==> config.mk <==
export PLATFORM = sky130hd
export DESIGN_NAME = cpc_ram_banker
export DESIGN_NICKNAME = d
export VERILOG_FILES = /design/src/rtl/cpc_ram_banker.sv
export SDC_FILE = /design/constraint.sdc
export NUM_CORES = 1
export LEC_CHECK = 0
export ABC_AREA = 1
export CORE_ASPECT_RATIO = 1.2
export CORE_UTILIZATION = 50
export CTS_BUF_LIST = sky130_fd_sc_hd__clkbuf_2
export DETAILED_ROUTE_END_ITERATION = 8
export GPL_TIMING_DRIVEN = 0
export MAX_ROUTING_LAYER = met4
export PLACE_DENSITY = 0.85
export SKIP_LAST_GASP = 1
export SYNTH_ARGS = -nofsm -noshare
export SYNTH_HDL_FRONTEND = slang
export SYNTH_SLANG_ARGS = --single-unit
==> constraint.sdc <==
create_clock -name clk -period 1.8 [get_ports clk]
set_input_delay 0.36 -clock clk [delete_from_list [all_inputs] [get_ports clk]]
set_output_delay 0.36 -clock clk [all_outputs]
set_load 0.01 [all_outputs]
==> src/rtl/cpc_ram_banker.sv <==
// CPC expansion RAM banker: decodes bank-select OUTs and maps
// Z80 memory cycles onto an external SRAM with 64K banks.
module cpc_ram_banker #(
    parameter int BANK_BITS = 3,
    parameter int EXT_BITS  = BANK_BITS - 3,
    localparam int AW       = (EXT_BITS > 0) ? EXT_BITS : 1
) (
    input  logic                 clk,
    input  logic                 reset_b,
    input  logic                 busreset_b,
    input  logic [1:0]           adr,
    input  logic [AW-1:0]        adrio,
    input  logic                 iorq_b,
    input  logic                 mreq_b,
    input  logic                 wr_b,
    input  logic                 ramrd_b,
    input  logic [7:0]           data,
    output logic [BANK_BITS+1:0] ramadrhi,
    output logic                 ramcs_b,
    output logic                 ramoe_b,
    output logic                 ramwe_b,
    output logic                 ramdis,
    output logic                 cfg_stb
);

    typedef enum logic {CIDLE, CHOLD} cstate_t;
    typedef enum logic {MIDLE, MACT} mstate_t;

    cstate_t              cst_q, cst_d;
    mstate_t              mst_q, mst_d;
    logic [BANK_BITS-1:0] bank_q, bank_d;
    logic [2:0]           mode_q, mode_d;
    logic [1:0]           adr_q, adr_d;
    logic [BANK_BITS-1:0] mbank_q, mbank_d;
    logic [2:0]           mmode_q, mmode_d;
    logic                 cfg_stb_q, cfg_stb_d;

    logic [BANK_BITS-1:0] load_bank;
    logic                 cfg_wr;
    logic                 hit;
    logic                 act;
    logic [1:0]           blk;

    // Extended bank bits are inverted so port &7Fxx selects the low 512K.
    generate
        if (EXT_BITS > 0) begin : g_ext
            assign load_bank = {~adrio, data[5:3]};
        end else begin : g_noext
            logic adrio_unused;
            assign adrio_unused = ^adrio;
            assign load_bank    = data[5:3];
        end
    endgenerate

    assign cfg_wr = !iorq_b && !wr_b && !adr[1] && (data[7:6] == 2'b11);

    always_ff @(posedge clk or negedge reset_b) begin
        if (!reset_b) begin
            cst_q     <= CIDLE;
            mst_q     <= MIDLE;
            bank_q    <= '0;
            mode_q    <= '0;
            adr_q     <= '0;
            mbank_q   <= '0;
            mmode_q   <= '0;
            cfg_stb_q <= 1'b0;
        end else begin
            cst_q     <= cst_d;
            mst_q     <= mst_d;
            bank_q    <= bank_d;
            mode_q    <= mode_d;
            adr_q     <= adr_d;
            mbank_q   <= mbank_d;
            mmode_q   <= mmode_d;
            cfg_stb_q <= cfg_stb_d;
        end
    end

    // The memory cycle snapshots the bank register before any same-edge load.
    always_comb begin
        cst_d     = cst_q;
        mst_d     = mst_q;
        bank_d    = bank_q;
        mode_d    = mode_q;
        adr_d     = adr_q;
        mbank_d   = mbank_q;
        mmode_d   = mmode_q;
        cfg_stb_d = 1'b0;
        if (!busreset_b) begin
            cst_d  = CIDLE;
            mst_d  = MIDLE;
            bank_d = '0;
            mode_d = '0;
        end else begin
            unique case (mst_q)
                MIDLE: begin
                    if (!mreq_b) begin
                        mst_d   = MACT;
                        adr_d   = adr;
                        mbank_d = bank_q;
                        mmode_d = mode_q;
                    end
                end
                MACT: begin
                    if (mreq_b) mst_d = MIDLE;
                end
            endcase
            unique case (cst_q)
                CIDLE: begin
                    if (cfg_wr) begin
                        cst_d     = CHOLD;
                        bank_d    = load_bank;
                        mode_d    = data[2:0];
                        cfg_stb_d = 1'b1;
                    end
                end
                CHOLD: begin
                    if (iorq_b) cst_d = CIDLE;
                end
            endcase
        end
    end

    always_comb begin
        hit = 1'b0;
        blk = adr_q;
        case (mmode_q)
            3'd0:       hit = 1'b0;
            3'd1, 3'd3: hit = (adr_q == 2'd3);
            3'd2:       hit = 1'b1;
            default: begin
                hit = (adr_q == 2'd1);
                blk = mmode_q[1:0];
            end
        endcase
    end

    assign act      = (mst_q == MACT) && hit;
    assign ramcs_b  = !act;
    assign ramdis   = act;
    assign ramadrhi = act ? {mbank_q, blk} : '0;
    assign ramoe_b  = ramrd_b | ramcs_b;
    assign ramwe_b  = wr_b | ramcs_b;
    assign cfg_stb  = cfg_stb_q;

endmodule
==> impl_metrics.ini <==
[sta]
fin_crit_sh_pct = 99.27
final_hold_viol_count = 0
fin_skew_ns = 0.007315
setup_viol = 0
rsz0062_at_grt = true
drv_slew = 0
worst_slew_pin_slew_ns = 0.7194
worst_slew_margin_rel_pct = 51.89
timing.final.crit_period_ns = 1.787
fmax_mhz = 559.6

[grt]
grt_max_degree = 18
grt_pass1_vias = 698
overflow = 0
grt_antenna_before_repair = 0
grt_usage_pct = 22.99
grt_pass1_wl_um = 2766

[route]
postRouteAntennaNets = 0
routed_via_density = 5.000
route.detailed.drc = 0
wl_um = 1626
drt_iter0_drc = 13
drt-wirelength-per-cell_um = 11.37
vias = 715
dr.pass1.iters = 4

[placement]
port_buffers = 25
gp_congestion = 0.7779
place_hpwl_um = 1225

[cts]
cts_tree = done
htree_levels = 1
numCtsBuffers = 3
clk_pin_slew_worst_paths_ns = 0.15
cts_sinks = 17
clkLatencyLatePin_ns = 0.29
clock_path_buffers = 2
cts_root_buffer = clkbuf_2
hold_buffers = 0

[floorplanning]
chipHeight_um = 47.12
dieWidth_um = 39.60
io_pins = 28
dieArea_um2 = 1866
std_cell_rows = 15
start_util_pct = 56.50
coreArea_um2 = 1501

[logic_synthesis]
yosys-top-cells-area = dfrtp_1, nand2_1, nor2_2
synth_commonest_cells = nand2_1, dfrtp_1, nor2_2, nand3_1, nor2_1
async_flop_share_pct = 100.0
yosysWarnings = 0
yosysMostFrequentCell = nand2_1
synth_top_area_cell = dfrtp_1
syn_inst = 93
avgSynthCellArea_um2 = 9.122
synth_seq_area_share_pct = 50.15
synthFlopType = dfrtp_1
synthesis.nets = 111
syn-cell-area_um2 = 848.3
synth_edf_count = 0
ys_types = 19
synth_seq_cells = 17
synth_top_area_share_pct = 50.15

[power]
p_clk_share_pct = 21.0
power_switching_uw = 247.0
power.internal_uw = 576.9
total_power_uw = 823.9
power_density_nw_per_um2 = 703.5
leakagePower_uw = 0.0006039
comb_power_share_pct = 27.2
peakVddDrop_mv = 0.5215
p_sw_share_pct = 29.98
p_seq_share_pct = 51.8

[worst_setup_path]
end_kind = output pin
cp.arrival_ns = 1.43
critPathKind = flop to output pin
cp-start-kind = flop
cp.required_ns = 1.44
cp_max_fo = 7

[layout]
utilization_pct = 78.00
drive_gt1_share_pct = 33.33
fin_nets = 145
diodes = 0
area_growth_pct = 38.05

[min_path]
hp-class = input pin to flop

[run]
maxCapViolCount = 0

[status]
run_status = complete, no violations
==> state kept, by name, summed over array words and instances (netlist names) <==
register	flops
bank_q	3
adr_q	2
mmode_q	3
cfg_stb	1
mode_q	3
mst_q	1
mbank_q	3
cst_q	1
==> timing repair <==
| action | 4_1_cts | 5_1_grt |
|---|---|---|
| endpoints found under the setup margin | 9 | 9 |
| setup buffers | 2 | 2 |
| gates resized for setup | 32 | 11 |
| pin swaps | 1 | 3 |
==> through the flow <==
stage / cell area, µm² / hold WS [ns] / setup slack [ns] / cells / TNS, ns
floorplan: 848.3 / 0.06441 / 0.4904 / 93 / 0
global placement: 1120 / 0.4927 / -0.05398 / 135 / -0.1345
detailed placement: 1120 / 0.4967 / -0.05667 / 135 / -0.2617
CTS: 1145 / 0.3604 / -0.06158 / 141 / -0.1052
global route: 1171 / 0.3513 / -0.09498 / 143 / -0.5346
finish: 1171 / 0.3641 / 0.01313 / 143 / 0
==> placed cells by master, fill, tap and decap left out, types with 5 or more instances in the layout <==
cell type,netlist,routed
nor2_1,8,8
nor2_2,9,6
dfrtp_1,17,16
clkdlybuf4s50_1,0,16
buf_4,1,5
nand3_1,8,8
a21oi_1,6,6
nand2_1,20,19
inv_1,7,6
clkbuf_2,0,7
==> kinds of logic (layout without fill, tap and decap cells) <==
kind of cell    count (synthesis)  count (layout)  share of synthesized area (%)
compound gates                  9               9                          7.227
buf+inv                        12              45                          6.638
flops                          17              17                          50.15
mux                             1               1                          1.180
simple gates                   54              54                          34.81
==> area by class of cell <==
class	instances	area, µm²
Buffer	2	18.77
Clock buffer	4	20.02
Fill cell	100	330.3
Inverter	10	37.54
Multi-Input combinational cell	64	392.9
Sequential cell	17	426.7
Tap cell	17	21.27
Timing Repair Buffer	29	254.0
==> metal layers <==
layer | share of wire [%] | wire, µm | vias up | track usage (%)
li1 | - | - | 357 | -
met4 | 2.1 | 34 | 0 | 12.41
met2 | 54 | 881 | 21 | 39.67
met3 | 3.6 | 58 | 5 | 3.318
met5 | 0 | 0 | - | -
met1 | 40 | 652 | 332 | 24.84
==> path summary, 6_finish.rpt <==
kind | start | end | slack [ns] | cells after the start
max | mmode_q[2]$_DFFE_PN0P_ | ramadrhi[2] | 0.01 | 8
min | busreset_b | mode_q[1]$_DFFE_PN0P_ | 0.36 | 3
max reg2reg | mst_q$_DFF_PN0_ | mmode_q[2]$_DFFE_PN0P_ | 0.71 | 5
min reg2reg | mode_q[1]$_DFFE_PN0P_ | mode_q[1]$_DFFE_PN0P_ | 0.53 | 2
max in group asynchronous | reset_b | mmode_q[2]$_DFFE_PN0P_ | 0.84 | 1
min in group asynchronous | reset_b | adr_q[1]$_DFFE_PN0P_ | 0.47 | 1
==> worst max-delay path, stage by stage, from the launching register on <==
cell	delay [ns]
dfrtp_2	0.48
inv_2	0.08
nand2_2	0.06
nand2_2	0.06
nand2_2	0.05
nand2_4	0.10
nand2_8	0.08
nor2_4	0.12
buf_6	0.10
==> power groups by stage <==
stage	clock network, µW	registers, µW	logic, µW
floorplan	0	429	112
global placement	0	431	186
detailed placement	0	432	192
CTS	174	426	202
global route	190	429	246
finish	173	427	224
No activity file was read; power rests on OpenSTA's default activity.
